===== config.mk =====
export PLATFORM = sky130hd
export DESIGN_NAME = qupls_cache_refill_ctrl_flat
export DESIGN_NICKNAME = d
export VERILOG_FILES = /design/src/rtl/qupls_cache_refill_ctrl_if.sv /design/src/rtl/qupls_cache_refill_ctrl.sv /design/src/flat_wrapper.sv
export SDC_FILE = /design/constraint.sdc
export NUM_CORES = 1
export LEC_CHECK = 0
export CAP_MARGIN = 10
export CORE_MARGIN = 3
export CORE_UTILIZATION = 40
export DETAILED_ROUTE_END_ITERATION = 16
export GPL_TIMING_DRIVEN = 0
export PLACE_DENSITY = 0.78
export SETUP_SLACK_MARGIN = 0.4
export SYNTH_ARGS = -nofsm -noshare
export SYNTH_HDL_FRONTEND = slang
export SYNTH_SLANG_ARGS = --single-unit

===== constraint.sdc =====
create_clock -name clk -period 2.7 [get_ports clk]
set_input_delay 0.54 -clock clk [delete_from_list [all_inputs] [get_ports clk]]
set_output_delay 0.54 -clock clk [all_outputs]
set_load 0.02 [all_outputs]

===== src/rtl/qupls_cache_refill_ctrl_if.sv =====
// Refill controller bus: miss request, memory line fetch and cache array write controls.
// The slave modport is the controller's view; the master modport is the surrounding cache's view.
interface qupls_cache_refill_ctrl_if #(
    parameter int LINES  = 256,
    parameter int WAYS   = 4,
    parameter int AWID   = 32,
    parameter int TAGBIT = 14,
    parameter int BEATS  = 4
);
    localparam int NW = $clog2(LINES);
    localparam int WW = (WAYS > 1) ? $clog2(WAYS) : 1;
    localparam int BW = (BEATS > 1) ? $clog2(BEATS) : 1;

    logic                   req;
    logic [AWID-1:0]        req_adr;
    logic                   hit;
    logic                   req_ack;
    logic                   busy;
    logic [WAYS-1:0]        valid_ways;
    logic                   mem_req;
    logic [AWID-1:0]        mem_adr;
    logic                   mem_ack;
    logic                   mem_rdy;
    logic                   mem_err;
    logic                   wr_en;
    logic [WW-1:0]          wr_way;
    logic [NW-1:0]          wr_ndx;
    logic [BW-1:0]          wr_beat;
    logic                   clr_valid;
    logic                   wr_tag_en;
    logic [AWID-TAGBIT-1:0] tag;
    logic                   set_valid;
    logic                   done;
    logic                   err;

    modport master (
        output req, req_adr, hit, valid_ways, mem_ack, mem_rdy, mem_err,
        input  req_ack, busy, mem_req, mem_adr, wr_en, wr_way, wr_ndx, wr_beat,
               clr_valid, wr_tag_en, tag, set_valid, done, err
    );

    modport slave (
        input  req, req_adr, hit, valid_ways, mem_ack, mem_rdy, mem_err,
        output req_ack, busy, mem_req, mem_adr, wr_en, wr_way, wr_ndx, wr_beat,
               clr_valid, wr_tag_en, tag, set_valid, done, err
    );
endinterface


===== src/rtl/qupls_cache_refill_ctrl.sv =====
// Single-line cache refill sequencer: victim selection, memory fetch in BEATS beats,
// tag/valid commit, with memory error and timeout abort paths.
module qupls_cache_refill_ctrl #(
    parameter int LINES   = 256,
    parameter int WAYS    = 4,
    parameter int AWID    = 32,
    parameter int TAGBIT  = 14,
    parameter int BEATS   = 4,
    parameter int TIMEOUT = 255
) (
    input  logic clk,
    input  logic rst,
    qupls_cache_refill_ctrl_if.slave bus
);
    localparam int NW = $clog2(LINES);
    localparam int WW = (WAYS > 1) ? $clog2(WAYS) : 1;
    localparam int BW = (BEATS > 1) ? $clog2(BEATS) : 1;
    localparam int TW = $clog2(TIMEOUT + 1);
    localparam int LO = TAGBIT - NW;

    localparam logic [AWID-1:0] LINE_MASK = ~((AWID'(1) << LO) - AWID'(1));
    localparam logic [TW-1:0]   TMO_LAST  = TW'(TIMEOUT - 1);
    localparam logic [BW-1:0]   BEAT_LAST = BW'(BEATS - 1);
    localparam logic [WW-1:0]   WAY_LAST  = WW'(WAYS - 1);

    typedef enum logic [2:0] {IDLE, VICTIM, REQ, FILL, COMMIT, ERR} state_t;

    state_t          state;
    logic [AWID-1:0] adr_q;
    logic [WW-1:0]   way_q;
    logic [WW-1:0]   rr;
    logic            full_q;
    logic [BW-1:0]   beat;
    logic [TW-1:0]   tmo;
    logic            busy_q;
    logic            mem_req_q;
    logic            clr_valid_q;
    logic            commit_q;
    logic            done_q;
    logic            err_q;

    logic [WW-1:0]   victim;
    logic            set_full;
    logic            waiting;
    logic            progress;
    logic            abort;

    // Lowest free way wins; a full set falls back to the round-robin pointer.
    always_comb begin
        victim   = rr;
        set_full = 1'b1;
        for (int i = WAYS - 1; i >= 0; i--) begin
            if (!bus.valid_ways[WW'(i)]) begin
                victim   = WW'(i);
                set_full = 1'b0;
            end
        end
    end

    always_comb begin
        waiting  = (state == REQ) || (state == FILL);
        progress = ((state == REQ) && bus.mem_ack) || ((state == FILL) && bus.mem_rdy);
        abort    = waiting && (bus.mem_err || (!progress && (tmo == TMO_LAST)));
    end

    always_ff @(posedge clk or posedge rst) begin
        if (rst) begin
            state       <= IDLE;
            adr_q       <= '0;
            way_q       <= '0;
            rr          <= '0;
            full_q      <= 1'b0;
            beat        <= '0;
            tmo         <= '0;
            busy_q      <= 1'b0;
            mem_req_q   <= 1'b0;
            clr_valid_q <= 1'b0;
            commit_q    <= 1'b0;
            done_q      <= 1'b0;
            err_q       <= 1'b0;
        end else begin
            clr_valid_q <= 1'b0;
            commit_q    <= 1'b0;
            done_q      <= 1'b0;
            err_q       <= 1'b0;
            if (abort) begin
                // Memory error beats a simultaneous ack/beat; the line is left invalid.
                state     <= ERR;
                mem_req_q <= 1'b0;
                err_q     <= 1'b1;
                done_q    <= 1'b1;
                tmo       <= '0;
                beat      <= '0;
            end else begin
                case (state)
                    IDLE: begin
                        if (bus.req) begin
                            if (bus.hit) begin
                                done_q <= 1'b1;
                            end else begin
                                adr_q       <= bus.req_adr;
                                state       <= VICTIM;
                                busy_q      <= 1'b1;
                                clr_valid_q <= 1'b1;
                            end
                        end
                    end
                    VICTIM: begin
                        way_q     <= victim;
                        full_q    <= set_full;
                        state     <= REQ;
                        mem_req_q <= 1'b1;
                        tmo       <= '0;
                    end
                    REQ: begin
                        if (bus.mem_ack) begin
                            state     <= FILL;
                            mem_req_q <= 1'b0;
                            beat      <= '0;
                            tmo       <= '0;
                        end else begin
                            tmo <= tmo + 1'b1;
                        end
                    end
                    FILL: begin
                        if (bus.mem_rdy) begin
                            tmo <= '0;
                            if (beat == BEAT_LAST) begin
                                state    <= COMMIT;
                                commit_q <= 1'b1;
                                done_q   <= 1'b1;
                                beat     <= '0;
                            end else begin
                                beat <= beat + 1'b1;
                            end
                        end else begin
                            tmo <= tmo + 1'b1;
                        end
                    end
                    COMMIT: begin
                        if (full_q)
                            rr <= (rr == WAY_LAST) ? '0 : rr + 1'b1;
                        state  <= IDLE;
                        busy_q <= 1'b0;
                    end
                    ERR: begin
                        state  <= IDLE;
                        busy_q <= 1'b0;
                    end
                    default: begin
                        state     <= IDLE;
                        busy_q    <= 1'b0;
                        mem_req_q <= 1'b0;
                    end
                endcase
            end
        end
    end

    // The victim is only known while VICTIM sees the set's valid bits, so clr_valid uses it directly.
    assign bus.wr_way    = (state == VICTIM) ? victim : way_q;
    assign bus.req_ack   = bus.req && (state == IDLE);
    assign bus.wr_en     = (state == FILL) && bus.mem_rdy && !bus.mem_err;
    assign bus.busy      = busy_q;
    assign bus.mem_req   = mem_req_q;
    assign bus.mem_adr   = adr_q & LINE_MASK;
    assign bus.wr_ndx    = adr_q[TAGBIT-1 -: NW];
    assign bus.tag       = adr_q[AWID-1:TAGBIT];
    assign bus.wr_beat   = beat;
    assign bus.clr_valid = clr_valid_q;
    assign bus.wr_tag_en = commit_q;
    assign bus.set_valid = commit_q;
    assign bus.done      = done_q;
    assign bus.err       = err_q;
endmodule


===== src/flat_wrapper.sv =====
// flat-port wrapper written by rule: the top's interface ports become plain ports
module qupls_cache_refill_ctrl_flat 
#(
    parameter int LINES   = 256,
    parameter int WAYS    = 4,
    parameter int AWID    = 32,
    parameter int TAGBIT  = 14,
    parameter int BEATS   = 4,
    parameter int TIMEOUT = 255
)
  (clk, rst, bus_req, bus_req_adr, bus_hit, bus_valid_ways, bus_mem_ack, bus_mem_rdy, bus_mem_err, bus_req_ack, bus_busy, bus_mem_req, bus_mem_adr, bus_wr_en, bus_wr_way, bus_wr_ndx, bus_wr_beat, bus_clr_valid, bus_wr_tag_en, bus_tag, bus_set_valid, bus_done, bus_err);
  qupls_cache_refill_ctrl_if #(.LINES(LINES), .WAYS(WAYS), .AWID(AWID), .TAGBIT(TAGBIT), .BEATS(BEATS)) bus_i ();
  input  logic clk;
  input  logic rst;
  input wire logic [$bits(bus_i.req)-1:0] bus_req;
  input wire logic [$bits(bus_i.req_adr)-1:0] bus_req_adr;
  input wire logic [$bits(bus_i.hit)-1:0] bus_hit;
  input wire logic [$bits(bus_i.valid_ways)-1:0] bus_valid_ways;
  input wire logic [$bits(bus_i.mem_ack)-1:0] bus_mem_ack;
  input wire logic [$bits(bus_i.mem_rdy)-1:0] bus_mem_rdy;
  input wire logic [$bits(bus_i.mem_err)-1:0] bus_mem_err;
  output wire logic [$bits(bus_i.req_ack)-1:0] bus_req_ack;
  output wire logic [$bits(bus_i.busy)-1:0] bus_busy;
  output wire logic [$bits(bus_i.mem_req)-1:0] bus_mem_req;
  output wire logic [$bits(bus_i.mem_adr)-1:0] bus_mem_adr;
  output wire logic [$bits(bus_i.wr_en)-1:0] bus_wr_en;
  output wire logic [$bits(bus_i.wr_way)-1:0] bus_wr_way;
  output wire logic [$bits(bus_i.wr_ndx)-1:0] bus_wr_ndx;
  output wire logic [$bits(bus_i.wr_beat)-1:0] bus_wr_beat;
  output wire logic [$bits(bus_i.clr_valid)-1:0] bus_clr_valid;
  output wire logic [$bits(bus_i.wr_tag_en)-1:0] bus_wr_tag_en;
  output wire logic [$bits(bus_i.tag)-1:0] bus_tag;
  output wire logic [$bits(bus_i.set_valid)-1:0] bus_set_valid;
  output wire logic [$bits(bus_i.done)-1:0] bus_done;
  output wire logic [$bits(bus_i.err)-1:0] bus_err;
  assign bus_i.req = bus_req;
  assign bus_i.req_adr = bus_req_adr;
  assign bus_i.hit = bus_hit;
  assign bus_i.valid_ways = bus_valid_ways;
  assign bus_i.mem_ack = bus_mem_ack;
  assign bus_i.mem_rdy = bus_mem_rdy;
  assign bus_i.mem_err = bus_mem_err;
  assign bus_req_ack = bus_i.req_ack;
  assign bus_busy = bus_i.busy;
  assign bus_mem_req = bus_i.mem_req;
  assign bus_mem_adr = bus_i.mem_adr;
  assign bus_wr_en = bus_i.wr_en;
  assign bus_wr_way = bus_i.wr_way;
  assign bus_wr_ndx = bus_i.wr_ndx;
  assign bus_wr_beat = bus_i.wr_beat;
  assign bus_clr_valid = bus_i.clr_valid;
  assign bus_wr_tag_en = bus_i.wr_tag_en;
  assign bus_tag = bus_i.tag;
  assign bus_set_valid = bus_i.set_valid;
  assign bus_done = bus_i.done;
  assign bus_err = bus_i.err;
  qupls_cache_refill_ctrl #(.LINES(LINES), .WAYS(WAYS), .AWID(AWID), .TAGBIT(TAGBIT), .BEATS(BEATS), .TIMEOUT(TIMEOUT)) u_core (.clk(clk), .rst(rst), .bus(bus_i));
endmodule

==> impl_metrics.py <==
metrics = {
    "synth": {
        "yosysSeqAreaShare_pct": 47.8,
        "ys_top_cells_by_count": "dfrtp_1, buf_4, mux2_2, nand2_1, nor2_1",
        "async_flop_share_pct": 100,
        "ys_warn_count": 0,
        "synth_flop_cell": "dfrtp_1",
        "synth_edf_count": 0,
        "synth_area_leaders": "dfrtp_1, mux2_2, buf_4, mux2_4, ha_1",
        "synth_top_area_share_pct": 47.8,
        "avgSynthCellArea_um2": 11.9,
        "yosys_register_bits": 47,
        "synth.most_common_cell": "dfrtp_1",
        "netlist_area_um2": 2460,
        "syn_inst": 206,
        "ys_types": 47,
        "yosysTopAreaCell": "dfrtp_1",
    },
    "floorplanning": {
        "initial_core_util_pct": 43.1,
        "num_io_pins": 114,
        "rows": 27,
        "dieArea_um2": 7120,
        "core_um2": 5710,
        "die_width_um": 84.4,
        "die_height_um": 84.4,
    },
    "sta": {
        "setup_slack_ps": 440,
        "fin_crit_sh_pct": 83.7,
        "finClkSkew_ps": 8.37,
        "rsz0062_at_grt": "true",
        "max_freq_mhz": 442,
        "setup_violations": 0,
        "setup-tns-final_ps": 0,
        "final_hold_viol_count": 0,
        "report.final.slew_viol_count": 0,
        "finalCriticalPeriod_ps": 2260,
    },
    "clock_network": {
        "cts_sinks": 47,
        "cts.path.max_buffers": 2,
        "cts_tree": "built",
        "cts-root-buf": "clkbuf_8",
        "cts.hold.buffers_added": 0,
        "cts_buffers": 5,
        "h-tree-depth": 2,
        "clk_pin_slew_worst_paths_ps": 80,
        "worstSkewPairLatency_ps": 300,
    },
    "route": {
        "ant_nets": 0,
        "via_per_inst": 4.71,
        "first_pass_iters": 4,
        "remaining_drc_errors": 0,
        "met2_length_um": 2650,
        "wl_met3_um": 358,
        "routedWlPerCell_um": 14.3,
        "wl_um": 5610,
        "drt-initial-drc-count": 76,
        "top_layer_used": "met4",
        "vias": 1840,
        "wirelength_met1_um": 2550,
    },
    "setup_path": {
        "path_buf_inv": 2,
        "max_stage_delay_ps": 430,
        "crit_path_end_kind": "output pin",
        "critPathTopFamily": "simple AND/OR/NAND/NOR gates",
        "path_cells": "buf_2, nor2b_1, and2b_2, nand3b_1, o21ai_0, clkbuf_2",
        "critPathArrivalTime_ps": 1720,
        "crit_type": "reg -> out",
        "path_max_fanout": 10,
        "worstPathRequired_ps": 2160,
        "crit_slowest_cell": "dfrtp_1",
        "critPathLaunchType": "register",
    },
    "global_routing": {
        "grt_pass1_vias": 1738,
        "grt_max_degree": 31,
        "antenna_found_initial": 0,
        "grt_overflow": 0,
        "grt_first_pass_wirelength_um": 8770,
        "grt.total_usage_pct": 15.5,
    },
    "cells_and_area": {
        "design_area_um2": 3670,
        "drive_above_1_share_pct": 31.0,
        "antenna_cells": 0,
        "area_growth_pct": 49.3,
        "layout.nets": 364,
    },
    "place": {
        "dpl_cell_area_um2": 3580,
        "io_buffers": 99,
        "hpwl_um": 4570,
        "place_ws_ps": 79.6,
        "place_congestion": 0.778,
    },
    "worst_hold_path": {
        "hold_path_class": "reg -> reg",
    },
    "outcome": {
        "status": "complete, no violations",
    },
    "power": {
        "p_per_area_nw_per_um2": 1140,
        "leakagePower_nw": 1.64,
        "ir_drop_mv": 0.708,
    },
    "run": {
        "maxCapViolations": 0,
    },
}
==> stage by stage <==
step,std cells,total power (W),hold slack (ps),utilization [%]
floorplan,211,0.00267,456,-
global placement,382,0.00373,475,62.3
detailed placement,383,0.00380,504,62.7
CTS,391,0.00424,522,64.4
global route,391,0.00441,547,64.3
finish,391,0.00419,512,64.3
==> state kept, by name, summed over array words and instances, names as in the netlist <==
| register | cells |
|---|---|
| u_core.bus.clr_valid | 1 |
| u_core.bus.wr_beat | 2 |
| u_core.bus.mem_req | 1 |
| u_core.adr_q | 26 |
| u_core.bus.set_valid | 1 |
| u_core.bus.done | 1 |
| u_core.tmo | 8 |
| u_core.state | 3 |
| u_core.bus.err | 1 |
| u_core.way_q | 2 |
| u_core.bus.busy | 1 |
==> report_power, final <==
part / switching [W] / internal [W]
combinational: 0.00116 / 0.00140
sequential: 0.000212 / 0.000976
clock: 0.000237 / 0.000209
==> repair_timing <==
item	in CTS	in global routing
setup endpoints to repair	4	3
resized for setup	7	5
buffers inserted	0	0
==> final timing paths <==
kind | start | to | slack [ps] | depth (start not counted)
worst max-delay path | u_core.state[0]$_DFFE_PP0P_ | bus_wr_way[0] | 440 | 6
worst min-delay path | u_core.way_q[1]$_DFFE_PP0P_ | u_core.way_q[1]$_DFFE_PP0P_ | 510 | 1
worst max register to register | u_core.tmo[0]$_DFFE_PP0P_ | u_core.state[0]$_DFFE_PP0P_ | 780 | 7
worst min register to register | u_core.way_q[1]$_DFFE_PP0P_ | u_core.way_q[1]$_DFFE_PP0P_ | 510 | 1
max in group asynchronous | rst | u_core.state[0]$_DFFE_PP0P_ | 1670 | 3
min in group asynchronous | rst | u_core.adr_q[29]$_DFFE_PP0P_ | 540 | 2
==> cell families (layout without fill, tap and decap cells) <==
| family | Yosys count | in the layout | share of synthesized area, % |
|---|---|---|---|
| compound gates | 26 | 26 | 7.43 |
| buf+inv | 47 | 155 | 13.4 |
| mux | 33 | 33 | 15.6 |
| other cells | 1 | 6 | 0.153 |
| flops | 47 | 47 | 47.8 |
| fa+ha+maj | 3 | 3 | 1.53 |
| simple gates | 49 | 49 | 14.1 |
==> final cells by class <==
class | instances | area [um2]
multi-input combinational | 117 | 972
fill | 433 | 2040
tap | 72 | 90.1
timing repair buffer | 100 | 1000
buffer | 40 | 303
clock buffer | 6 | 82.6
inverter | 7 | 26.3
sequential | 47 | 1180
clock inverter | 2 | 16.3
==> per-layer routing <==
metal | track usage (%) | up-vias
li1 | - | 903
met1 | 20.4 | 855
met2 | 25.8 | 77
met3 | 3.73 | 5
met4 | 3.88 | 0
met5 | 0 | -
==> worst reg2reg max path: stages, from the launching register on <==
cell     delay (ps)
dfrtp_1         450
inv_1            80
ha_1            190
nand3_4         110
nor4_4          300
nor4_2           80
a211o_1         310
mux2_4          300
==> layout by cell type, fill, tap and decap left out, types with 2 or more instances in the layout <==
cell / count
buf_6: 2
dfrtp_1: 47
o21ai_0: 3
ha_1: 3
buf_2: 2
nor2_1: 9
mux2i_1: 3
conb_1: 6
a21o_1: 2
a211o_1: 2
buf_4: 36
and2b_2: 2
nand2_1: 9
clkbuf_2: 2
a21oi_1: 5
o21ai_1: 3
clkdlybuf4s50_1: 94
mux2_4: 4
nor2b_1: 4
mux2_2: 26
a31oi_1: 2
clkbuf_8: 6
and3_1: 2
nand3_1: 5
o22ai_1: 2
nor3_1: 2
inv_1: 6
Note: power is estimated with default switching activity, not from simulation.
